$ cat config.mk
export PLATFORM = sky130hd
export DESIGN_NAME = pr_score_responder
export DESIGN_NICKNAME = d
export VERILOG_FILES = /design/src/rtl/pr_score_responder.sv
export SDC_FILE = /design/constraint.sdc
export NUM_CORES = 1
export LEC_CHECK = 0
export BUFFER_PORTS_ARGS = -buffer_cell sky130_fd_sc_hd__buf_2
export CELL_PAD_IN_SITES_DETAIL_PLACEMENT = 1
export CELL_PAD_IN_SITES_GLOBAL_PLACEMENT = 2
export CORE_ASPECT_RATIO = 0.6
export CORE_MARGIN = 4
export CORE_UTILIZATION = 47
export DETAILED_ROUTE_END_ITERATION = 10
export GPL_ROUTABILITY_DRIVEN = 0
export PLACE_DENSITY = 0.95
export SKIP_LAST_GASP = 1
export SLEW_MARGIN = 20
export SYNTH_ARGS = -nofsm -noshare
export SYNTH_HDL_FRONTEND = slang
export SYNTH_SLANG_ARGS = --single-unit
$ cat constraint.sdc
create_clock -name clk -period 6.1 [get_ports clk]
set_clock_uncertainty 0.2 [all_clocks]
set_input_delay 0 -clock clk [delete_from_list [all_inputs] [get_ports clk]]
set_output_delay 0 -clock clk [all_outputs]
set_load 0.01 [all_outputs]
$ cat src/rtl/pr_score_responder.sv
// PageRank score responder: local score table plus a request FIFO that serves
// score lookups to the responder NoC, with same-cycle update bypass.
module pr_score_responder #(
  parameter int WIDTH = 16,
  parameter int ADDWIDTH = 4,
  parameter int PORTW = 2,
  parameter int FIFO_AW = 2,
  parameter logic [WIDTH-1:0] RESET_SCORE = 16'h4000
) (
  input  logic                          clk,
  input  logic                          reset,
  input  logic [WIDTH+ADDWIDTH:0]       score_in,
  input  logic [ADDWIDTH+2*PORTW:0]     req_in,
  output logic                          req_ready,
  input  logic                          full,
  input  logic                          almost_full,
  output logic [WIDTH+2*PORTW:0]        data_out,
  output logic                          write,
  output logic [7:0]                    drop_cnt
);

  localparam int DEPTH = 2 ** FIFO_AW;
  localparam int NODES = 2 ** ADDWIDTH;
  localparam int EW    = ADDWIDTH + 2 * PORTW;

  logic [WIDTH-1:0]    score_tbl [NODES];
  logic [EW-1:0]       fifo_mem [DEPTH];
  logic [FIFO_AW-1:0]  wr_ptr, rd_ptr;
  logic [FIFO_AW:0]    count;

  logic                upd_valid;
  logic [ADDWIDTH-1:0] upd_idx;
  logic [WIDTH-1:0]    upd_score;
  logic                req_valid;
  logic [EW-1:0]       req_entry;
  logic [EW-1:0]       head;
  logic [ADDWIDTH-1:0] head_idx;
  logic [PORTW-1:0]    head_dst, head_src;
  logic [WIDTH-1:0]    sel_score;
  logic                fifo_full, fifo_empty, can_send, push, pop;

  assign upd_valid = score_in[0];
  assign upd_idx   = score_in[ADDWIDTH:1];
  assign upd_score = score_in[WIDTH+ADDWIDTH:ADDWIDTH+1];
  assign req_valid = req_in[0];
  assign req_entry = req_in[EW:1];

  assign head     = fifo_mem[rd_ptr];
  assign head_src = head[PORTW-1:0];
  assign head_dst = head[2*PORTW-1:PORTW];
  assign head_idx = head[EW-1:2*PORTW];

  // Occupancy never exceeds DEPTH, so the MSB alone flags full.
  assign fifo_full  = count[FIFO_AW];
  assign fifo_empty = (count == '0);
  assign req_ready  = ~fifo_full;

  // After a push the NoC may only have one slot left, so almost_full governs.
  assign can_send = write ? ~almost_full : ~full;
  assign push     = req_valid & ~fifo_full;
  assign pop      = ~fifo_empty & can_send;

  assign sel_score = (upd_valid && (upd_idx == head_idx)) ? upd_score : score_tbl[head_idx];

  always_ff @(posedge clk) begin
    if (push) fifo_mem[wr_ptr] <= req_entry;
  end

  always_ff @(posedge clk) begin
    if (reset) begin
      for (int i = 0; i < NODES; i++) score_tbl[i] <= RESET_SCORE;
    end else if (upd_valid) begin
      score_tbl[upd_idx] <= upd_score;
    end
  end

  always_ff @(posedge clk) begin
    if (reset) begin
      wr_ptr   <= '0;
      rd_ptr   <= '0;
      count    <= '0;
      write    <= 1'b0;
      data_out <= '0;
      drop_cnt <= '0;
    end else begin
      if (push) wr_ptr <= wr_ptr + 1'b1;
      if (pop)  rd_ptr <= rd_ptr + 1'b1;
      case ({push, pop})
        2'b10:   count <= count + 1'b1;
        2'b01:   count <= count - 1'b1;
        default: count <= count;
      endcase
      write <= pop;
      if (pop) data_out <= {sel_score, head_src, head_dst, 1'b1};
      if (req_valid && fifo_full && (drop_cnt != 8'hFF)) drop_cnt <= drop_cnt + 8'd1;
    end
  end

endmodule

## Word-level counts from Yosys, hierarchy flattened

Memory sizes are Yosys's and may differ from the RTL's. A register that Yosys moved wholly into a read port is not among the register bits.
Cells that the tools add are included.

| storage, ports and cells | value |
|---|---|
| register bits | 37 |
| bits in writable memories | 288 |
| bits of input ports | 34 |
| output and inout port bits | 31 |
| logic and storage cells | 44 |
| memories | 2 |

Memory list:

| memory | depth | bits a word | read ports | clocked after memory_dff | wr ports | line | text |
|---|---|---|---|---|---|---|---|
| score_tbl | 16 | 16 | 1 | 1 | 16 | 26 | `logic [WIDTH-1:0] score_tbl [NODES];` |
| fifo_mem | 4 | 8 | 1 | 1 | 1 | 27 | `logic [EW-1:0] fifo_mem [DEPTH];` |

| operators by class | value |
|---|---|
| add/sub/neg operators | 5 |
| eq/ne operators | 4 |
| mux-type cells | 15 |
| bitwise logic cells | 6 |
| reduce and logical (&&, ||, !) cells | 6 |

Operators with widths:

| cell | number |
|---|---|
| two-way mux 16 bit | 2 |
| OR reduction 16 bit | 1 |
| two-way mux 1 bit | 9 |
| adder 8 x 1 -> 8 bit (second input constant) | 1 |
| inequality test 8 bit (second input constant) | 1 |
| one-hot mux 3 bit (2 select lines) | 1 |
| adder 2 x 1 -> 2 bit (second input constant) | 2 |
| equality test 4 bit | 1 |
| two-way mux 2 bit | 2 |
| two-way mux 4 bit | 1 |
| NOT 1 bit | 4 |
| adder 3 x 1 -> 3 bit (second input constant) | 1 |
| logical AND 1 bit | 3 |
| zero test 3 bit | 1 |
| subtractor 3 x 1 -> 3 bit (second input constant) | 1 |
| AND 1 bit | 2 |
| equality test 2 x 1 -> 1 bit (second input constant) | 1 |
| equality test 2 bit (second input constant) | 1 |
| nonzero test 2 bit | 1 |

## Depth between registers and ports, before layout

Gate-level depths: netlist (run 1).

| logic depth | value |
|---|---|
| depth in word-level cells | 5 |
| gate-level depth with buffers | 11 |
| mapped depth without buffers | 9 |

## Worst setup path after synthesis (run 1)

No wires, ideal clock.

| timing path | value |
|---|---|
| kind | register to register |
| start point | reg write |
| end point | reg count[2] |
| library setup time | 74 ps |
| arrival | 2647 ps |
| data required time | 5826 ps |
| slack | 3179 ps |
| cell stages (with the launch flop) | 12 |
| path buffers | 2 |
| clock period less this slack | 2921 ps |
| path through | dfxtp_1 mux2i_1 o31ai_1 inv_1 clkbuf_1 clkbuf_1 ha_1 inv_1 fa_1 xor2_1 or3_1 a21oi_1 |

| on the way | value |
|---|---|
| cells in the longest elaborated chain, start to end | 4 |
| elaborated cells between the ends (all ways) | 6 |
| those cells by class | eq/ne (2); mux (2); bitwise (1); reduce/logical (1) |

RTL lines:

| element | line | text |
|---|---|---|
| start: declaration | 18 | `output logic write,` |
| start signal: assignment | 93 | `write <= pop;` |
| two-way mux 1 bit (*) | 59 | `assign can_send = write ? ~almost_full : ~full;` |
| AND 1 bit (*) | 61 | `assign pop = ~fifo_empty & can_send;` |
| net pop | 40 | `logic fifo_full, fifo_empty, can_send, push, pop;` |
| equality test 2 x 1 -> 1 bit / equality test 2 bit (equally long branches) | 88 | `case ({push, pop})` |
| one-hot mux 3 bit (2 select lines) / nonzero test 2 bit (equally long branches) | - |  |
| end signal: assignment | 89 | `2'b10: count <= count + 1'b1;` |
| end signal: assignment | 90 | `2'b01: count <= count - 1'b1;` |
| end signal: assignment | 91 | `default: count <= count;` |
| end: declaration | 29 | `logic [FIFO_AW:0] count;` |

Mark *: on every way through the listed nets, which the timed path passes. The rest lies on a longest branch.
A chain may end at the register's enable or synchronous reset.

==> results of run 1 <==
==> metal layers <==
layer / part of all wire [%] / global-route usage, % / wire, um
met3: 6.3 / 3.51 / 2640
met4: 1.7 / 4.76 / 694
met2: 46 / 38.2 / 19500
met1: 46 / 36.1 / 19200
met5: 0 / 0 / 0
==> critical path, stage by stage, from the launching register on <==
cell,delay (ps)
dfxtp_1,840
mux4_4,920
buf_4,620
and2_1,710
a22oi_1,200
a21oi_1,220
nor4_1,80
==> registers in the layout (all words and copies together), names as in the netlist, named ones only <==
name / count
count: 3
data_out: 21
drop_cnt: 8
fifo_mem: 32
rd_ptr: 2
score_tbl: 256
wr_ptr: 2
write: 1
==> cell type report <==
type | count | share of cell area, %
diodes | 1 | 0.0147
clock inverters | 10 | 0.419
clock buffers | 47 | 5.44
repair buffers | 127 | 5.28
multi-input cells | 736 | 30.2
well taps | 416 | 3.06
inverters | 8 | 0.177
flip-flops and latches | 327 | 55.4
==> stage by stage <==
step / total power [W] / cell area (sq um) / setup slack, ps
after floorplan: 0.00402 / 14900 / 3180
after global placement: 0.00449 / 15600 / 2050
after detailed placement: 0.00455 / 15600 / 2070
after CTS: 0.00648 / 17000 / 2040
after global routing: 0.00679 / 17000 / 1880
final: 0.00650 / 17000 / 2120
==> cell families after synthesis <==
| logic type | Yosys count | synth area share (%) |
|---|---|---|
| AOI/OAI and AO/OA | 80 | 3.44 |
| xor gates and xnor gates | 14 | 0.871 |
| adders and majority gates | 7 | 0.636 |
| buffers and inverters | 91 | 2.69 |
| DFF | 327 | 63.1 |
| muxes | 144 | 10.3 |
| and+or+nand+nor | 491 | 18.9 |
==> power breakdown <==
group / internal, W / switching (W)
sequential: 0.00264 / 0.000138
combinational: 0.000660 / 0.00113
clock: 0.00108 / 0.000854
total: 0.00438 / 0.00212
==> worst min-delay path by stage <==
stage / endpoint / slack, ps / depth (start not counted)
finish: fifo_mem[1][7] / 20 / 2
global route: fifo_mem[1][7] / 20 / 2
CTS: fifo_mem[2][7] / 6 / 2
detailed placement: fifo_mem[2][1] / 30 / 1
global placement: fifo_mem[1][4] / 20 / 1
floorplan: fifo_mem[0][0] / -100 / 0
==> timing repair <==
action                                 in CTS  in global routing
gates resized for setup                     0                  0
endpoints found under the hold margin     327                  0
hold buffers                               42                  0
==> placed cells by master, fill, tap and decap left out, types with 9 or more instances in the layout <==
master         Yosys  layout
dlygate4sd3_1      0      42
clkbuf_16          0      31
xor2_1             9       9
o22ai_1           13      13
nor2_1            32      30
nand2_1           79      79
dfxtp_1           39      39
buf_4              5      21
a22oi_1           32      32
or3_1             15      15
edfxtp_1         288     288
mux2i_1          134     134
and2_1           246     246
or2_2             16      16
nor4_2            10      10
nand2b_1          19      19
and3_1            17      17
buf_2             14      64
a21oi_1           25      25
clkbuf_8           0       9
nand3_1           34      34
==> results.json, run 1 <==
{
  "avgSynthCellArea_sq_um": 13.0,
  "dp_hpwl_um": 26800,
  "clkLatencyLatePin_ps": 580,
  "ys.flop_type": "edfxtp_1",
  "slew_viol_final": 0,
  "outcome": "finished clean",
  "yosysTopAreaCell": "edfxtp_1",
  "worstMarginPinSlew_ps": 1050,
  "rows": 50,
  "cts_buffers": 31,
  "cp.required_ps": 6310,
  "yosys_warnings": 0,
  "ys_seq_area_share_pct": 63.1,
  "vdd_ir_drop_max_mv": 0.277,
  "clockRootBuffer": "clkbuf_16",
  "endpoint_kind": "flip-flop",
  "yosys-top-cells-count": "edfxtp_1, and2_1, mux2i_1",
  "io_buffers": 64,
  "grt_max_degree": 65,
  "nFillCells": 3180,
  "yosys.cell_types.count": 42,
  "die_y_um": 146,
  "via_per_inst": 5.76,
  "grt_usage_pct": 24.2,
  "avgRoutedWirePerCell_um": 25.1,
  "power_density_mw_per_mm2": 382,
  "synth_nets": 1195,
  "synth_area_leaders": "edfxtp_1, and2_1, mux2i_1",
  "grt_overflow_total": 0,
  "critPathArrivalTime_ps": 4190,
  "synth_cells": 1154,
  "relSlewSlack_pct": 30.2,
  "fin_cells": 1672,
  "grt_pass1_wl_um": 64400,
  "hold_viol": 0,
  "whs_ps": 23.3,
  "setup_violations": 0,
  "syn_area_sq_mm": 0.0149,
  "postLayoutCoreUtil_pct": 54.4,
  "synth-seq-cells": 327,
  "multi_input_area_sq_mm": 0.00513,
  "cts_sinks": 327,
  "endpoint": "data_out[20]",
  "regArea_sq_mm": 0.00943,
  "h-tree-depth": 1,
  "core_area_sq_mm": 0.0313,
  "post-cts-setup-buffers": 0,
  "synth.most_common_cell": "edfxtp_1",
  "drt_wl_total_um": 42000,
  "grt_pass1_vias": 10300,
  "fin_crit_sh_pct": 65.3,
  "clockBufferDepth": 3,
  "rsz0062_at_grt": "no",
  "worstHoldStart": "req_in[8]",
  "p_leak_nw": 6.44,
  "cts_tree": "done",
  "synthArstFlopShare_pct": 0,
  "critical_path_class": "flip-flop to flip-flop",
  "hold_path_class": "primary input to flip-flop",
  "syn_to_final_growth_pct": 13.8,
  "yosys.area.top_type_share_pct": 57.9,
  "layout.nets": 1272,
  "antenna_found_initial": 0,
  "die_area_sq_mm": 0.0348,
  "synth_edf_count": 288,
  "num_vias": 9637,
  "reg2regPathDepth": 6,
  "design.portCount": 65,
  "start_util_pct": 47.8,
  "tns_ps": 0,
  "drive_gt1_share_pct": 13.9,
  "drt_iter0_markers": 899,
  "crit_fanout": 36,
  "fmax_mhz": 251,
  "drtAntennaViolNets": 0,
  "worstReg2RegEnd": "data_out[20]",
  "drtPass1Iterations": 5,
  "fin_crit_ps": 3980,
  "reg2reg_setup_slack_ps": 2120,
  "maxCapViolCount": 0,
  "fp.dieW_um": 238,
  "dp.cells": 1572,
  "drc_errors": 0,
  "crit_path_start_kind": "flip-flop",
  "path_clk_slew_ps": 70
}
Note: power is estimated with default switching activity, not from simulation.
==> run 2, diff against run 1 <==
--- a/config.mk
+++ b/config.mk
@@ -10,10 +10,10 @@
 export CELL_PAD_IN_SITES_GLOBAL_PLACEMENT = 2
 export CORE_ASPECT_RATIO = 0.6
 export CORE_MARGIN = 4
-export CORE_UTILIZATION = 47
+export CORE_UTILIZATION = 39
 export DETAILED_ROUTE_END_ITERATION = 10
 export GPL_ROUTABILITY_DRIVEN = 0
-export PLACE_DENSITY = 0.95
+export PLACE_DENSITY = 0.85
 export SKIP_LAST_GASP = 1
 export SLEW_MARGIN = 20
 export SYNTH_ARGS = -nofsm -noshare
==> constraint.sdc (replaced) <==
create_clock -name clk -period 3.32 [get_ports clk]
set_clock_uncertainty 0.2 [all_clocks]
set_input_delay 0 -clock clk [delete_from_list [all_inputs] [get_ports clk]]
set_output_delay 0 -clock clk [all_outputs]
set_load 0.01 [all_outputs]
==> results.json, run 2 (synthesis results as in run 1) <==
{
  "post-cts-setup-buffers": 0,
  "largest-register": "score_tbl",
  "reg2regPathDepth": 10,
  "p_leak_nw": 6.55,
  "h-tree-depth": 2,
  "drt_wl_total_um": 42700,
  "grt_max_degree": 69,
  "hold_viol": 0,
  "num_vias": 9614,
  "rr_startpoint": "write",
  "grt_overflow_total": 0,
  "endpoint_kind": "flip-flop",
  "fin_crit_ps": 3140,
  "cts_hold_buffers": 35,
  "crit_path_start_kind": "flip-flop",
  "outcome": "finished clean",
  "avgRoutedWirePerCell_um": 24.1,
  "dp_hpwl_um": 27700,
  "final_common_cell": "edfxtp_1",
  "io_buffers": 64,
  "antenna_found_initial": 1,
  "max_stage_delay_ps": 570,
  "core_area_sq_mm": 0.0378,
  "postLayoutCoreUtil_pct": 45.9,
  "vdd_ir_drop_max_mv": 0.589,
  "clockBufferDepth": 3,
  "critPathArrivalTime_ps": 3320,
  "largest_register_ffs": 256,
  "rsz0062_at_grt": "no",
  "die_y_um": 160,
  "relSlewSlack_pct": 40.3,
  "crit_path_top_delay_cell": "dlygate4sd3_1",
  "antenna_cells": 0,
  "via_per_inst": 5.42,
  "path_clk_slew_ps": 70,
  "drt_iter0_markers": 888,
  "worstHoldStart": "req_in[3]",
  "min_to": "fifo_mem[3][2]",
  "cp.required_ps": 3510,
  "worstReg2RegEnd": "data_out[20]",
  "start_util_pct": 39.6,
  "drtAntennaViolNets": 0,
  "clkLatencyLatePin_ps": 530,
  "grt_pass1_wl_um": 65000,
  "syn_to_final_growth_pct": 15.9,
  "grt_pass1_vias": 10200,
  "slew_viol_final": 0,
  "drc_errors": 0,
  "grt_usage_pct": 20.6,
  "power_density_mw_per_mm2": 728,
  "reg2reg_setup_slack_ps": 180,
  "tns_ps": 0,
  "top_regs": "score_tbl: 256 flops, fifo_mem: 32 flops, data_out: 21 flops",
  "path_cells": "mux2i_1, dlygate4sd3_1, o31ai_1, buf_4, inv_1, buf_4, nand2_1, a21o_1, a21oi_1, nor4_1",
  "fin_crit_sh_pct": 94.5,
  "hold_path_class": "primary input to flip-flop",
  "layout.nets": 1278,
  "crit_fanout": 40,
  "rows": 55,
  "setup_violations": 0,
  "cts_sinks": 327,
  "cpMostUsedCell": "buf_4",
  "fp.dieW_um": 261,
  "drive_gt1_share_pct": 15.0,
  "fmax_mhz": 319,
  "design.portCount": 65,
  "die_area_sq_mm": 0.0416,
  "maxCapViolCount": 0,
  "final_cell_mix": "edfxtp_1, and2_1, mux2i_1",
  "hold_path_depth": 2,
  "cts_resized": 0,
  "cts_buffers": 34,
  "drtPass1Iterations": 5,
  "clockRootBuffer": "clkbuf_16",
  "critical_path_class": "flip-flop to flip-flop",
  "cts_tree": "done",
  "worstMarginPinSlew_ps": 895
}
-- run 2: where the power goes --
part	total (W)	switching, W	internal [W]
clock	0.00411	0.00165	0.00245
sequential	0.00507	0.000229	0.00484
combinational	0.00343	0.00217	0.00126
-- run 2: area by class of cell --
class                      count  area (sq um)
clock buffer                  49          1020
clock inverter                12           160
fill                        3826         20500
inverter                       8          30.0
multi-input combinational    736          5130
sequential                   327          9430
tap                          513           642
timing repair buffer         130           916
-- run 2: worst max-delay path, delay by kind of cell, from the launching register on --
family	cells	cell delay [ps]
buf+inv	4	1240
simple gates	2	190
flops	1	360
mux	1	210
compound gates	3	760
-- run 2: per-layer routing --
layer  up-vias  global-route usage [%]  share of wire, %  routed length [um]
met5         -                       0                 0                   0
met4         0                    4.95               1.8                 769
met3        57                    3.52               6.5                2760
met2       270                    31.1                44               18800
met1      5002                    31.2                48               20400
li1       4285                       -                 -                   -
-- run 2: stage by stage --
stage               instances  setup WS, ps  hold slack, ps  power (W)  area (sq um)
floorplan                1154           399            -101    0.00738         14900
detailed placement       1679           257            26.4    0.00853         15800
global placement         1679           522            15.6    0.00843         15800
finish                   1775           182            24.8     0.0126         17300
global route             1775          21.5            28.3     0.0131         17300
CTS                      1775           213            4.54     0.0127         17300
-- run 2: how the worst max path moves through the flow --
stage / slack [ps] / end / from
after global placement: 520 / data_out[17] / flip-flop
after floorplan: 400 / count[2] / write
after global routing: 20 / data_out[9] / write
after CTS: 210 / data_out[20] / write
after detailed placement: 260 / data_out[20] / flip-flop
final: 180 / data_out[20] / write
==> run 3, diff against run 2 <==
--- a/config.mk
+++ b/config.mk
@@ -14,6 +14,7 @@
 export DETAILED_ROUTE_END_ITERATION = 10
 export GPL_ROUTABILITY_DRIVEN = 0
 export PLACE_DENSITY = 0.85
+export REMOVE_ABC_BUFFERS = 1
 export SKIP_LAST_GASP = 1
 export SLEW_MARGIN = 20
 export SYNTH_ARGS = -nofsm -noshare
==> results.json, run 3 (synthesis results as in run 1) <==
{
  "cts_resized": 0,
  "highest_layer": "met4",
  "grt_overflow_total": 0,
  "grt_pass1_wl_um": 62300,
  "final_common_cell": "edfxtp_1",
  "grt_max_degree": 97,
  "power_density_mw_per_mm2": 700,
  "fp.dieW_um": 261,
  "dp_hpwl_um": 27200,
  "num_vias": 9445,
  "critPathArrivalTime_ps": 3230,
  "rows": 55,
  "h-tree-depth": 1,
  "fin_crit_ps": 3010,
  "largest_register_ffs": 256,
  "cpMostUsedCell": "buf_4",
  "grt_usage_pct": 19.7,
  "die_y_um": 160,
  "final_cell_mix": "edfxtp_1, and2_1, mux2i_1",
  "drtAntennaViolNets": 0,
  "fin_crit_sh_pct": 90.7,
  "drtPass1Iterations": 5,
  "cts_tree": "done",
  "dpl_worst_slack_ps": 370,
  "endpoint_kind": "flip-flop",
  "crit_path_start_kind": "flip-flop",
  "relSlewSlack_pct": 50.9,
  "wl_met1_um": 20300,
  "crit_fanout": 40,
  "core_area_sq_mm": 0.0378,
  "drt_iter0_markers": 856,
  "cp.required_ps": 3540,
  "critical_path_class": "flip-flop to flip-flop",
  "layout.nets": 1284,
  "whs_ps": 25.1,
  "rsz0062_at_grt": "no",
  "fin_ws_ps": 310,
  "start_util_pct": 39.6,
  "syn_to_final_growth_pct": 15.4,
  "antenna_found_initial": 1,
  "clkLatencyLatePin_ps": 570,
  "grt_pass1_vias": 9843,
  "path_cells": "mux2i_1, dlygate4sd3_1, o31ai_1, buf_4, inv_1, buf_4, nand2_1, a21o_1, buf_4, a21oi_1, nor4_2",
  "via_per_inst": 5.30,
  "drive_gt1_share_pct": 14.4,
  "drc_errors": 0,
  "die_area_sq_mm": 0.0416,
  "vdd_ir_drop_max_mv": 0.417,
  "maxCapViolCount": 0,
  "clockRootBuffer": "clkbuf_16",
  "clockBufferDepth": 3,
  "dp.cells": 1682,
  "setup_violations": 0,
  "power_w": 0.0121,
  "largest-register": "score_tbl",
  "hold_path_class": "primary input to flip-flop",
  "max_stage_delay_ps": 570,
  "crit_path_top_delay_cell": "dlygate4sd3_1",
  "fin_cells": 1782,
  "worstMarginPinSlew_ps": 736,
  "design.portCount": 65,
  "io_buffers": 64,
  "avgRoutedWirePerCell_um": 23.1,
  "path_clk_slew_ps": 70,
  "top_regs": "score_tbl: 256 flops, fifo_mem: 32 flops, data_out: 21 flops",
  "fmax_mhz": 332,
  "drt_wl_total_um": 41200,
  "cts_buffers": 31,
  "hold_viol": 0,
  "outcome": "finished clean",
  "cts_sinks": 327,
  "wl_met3_um": 2320,
  "slew_viol_final": 0,
  "p_leak_nw": 6.51,
  "dr_wl_met2_um": 18000
}
run 3: changes by cell type in the layout (fill, tap and decap cells not counted), sizes merged:
cell         change
diode            +2
buf              +3
inv              +1
dlygate4sd3      +6
clkbuf           -1
clkinv           -3
bufinv           -1
run 3: critical path, delay by kind of cell (launching register included):
kind | cells | cell delay (ps)
buffers and inverters | 5 | 1450
and+or+nand+nor | 2 | 170
AOI/OAI and AO/OA | 3 | 450
DFF | 1 | 350
muxes | 1 | 210
run 3: final cells by class:
| class | count | area, sq um |
|---|---|---|
| diodes | 2 | 5.00 |
| clock buffers | 48 | 890 |
| clock inverters | 9 | 123 |
| fillers | 3869 | 20500 |
| inverters | 8 | 30.0 |
| multi-input cells | 736 | 5120 |
| flip-flops and latches | 327 | 9430 |
| well taps | 513 | 642 |
| repair buffers | 139 | 1010 |
run 3: metal layers:
layer	vias to the layer above	track usage [%]
met4	0	2.56
li1	4305	-
met5	-	0
met1	4888	30.5
met3	41	3.82
met2	211	29.4
run 3: metrics by stage:
step	setup TNS, ps	cell area (sq um)	util [%]
finish	0	17200	45.7
global placement	0	15800	41.9
CTS	0	17200	45.6
global route	0	17200	45.6
detailed placement	0	15800	41.9
floorplan	-8040	14600	-
run 3: what timing repair did:
action                                 CTS  global route
hold buffers                            41             0
endpoints found under the hold margin  325             0
setup buffers                            0             0
run 3: where the power goes:
part | switching [W] | total (W) | internal, W
clock | 0.00155 | 0.00362 | 0.00207
combinational | 0.00212 | 0.00341 | 0.00129
sequential | 0.000209 | 0.00505 | 0.00484
run 3: path summary, 6_finish.rpt:
kind / startpoint / to / slack [ps] / depth (start not counted)
worst min register to register: data_out[2] / data_out[2] / 260 / 2
worst min-delay path: req_in[6] / fifo_mem[0][5] / 30 / 2
worst max-delay path: write / data_out[12] / 310 / 11
worst max register to register: write / data_out[12] / 310 / 11
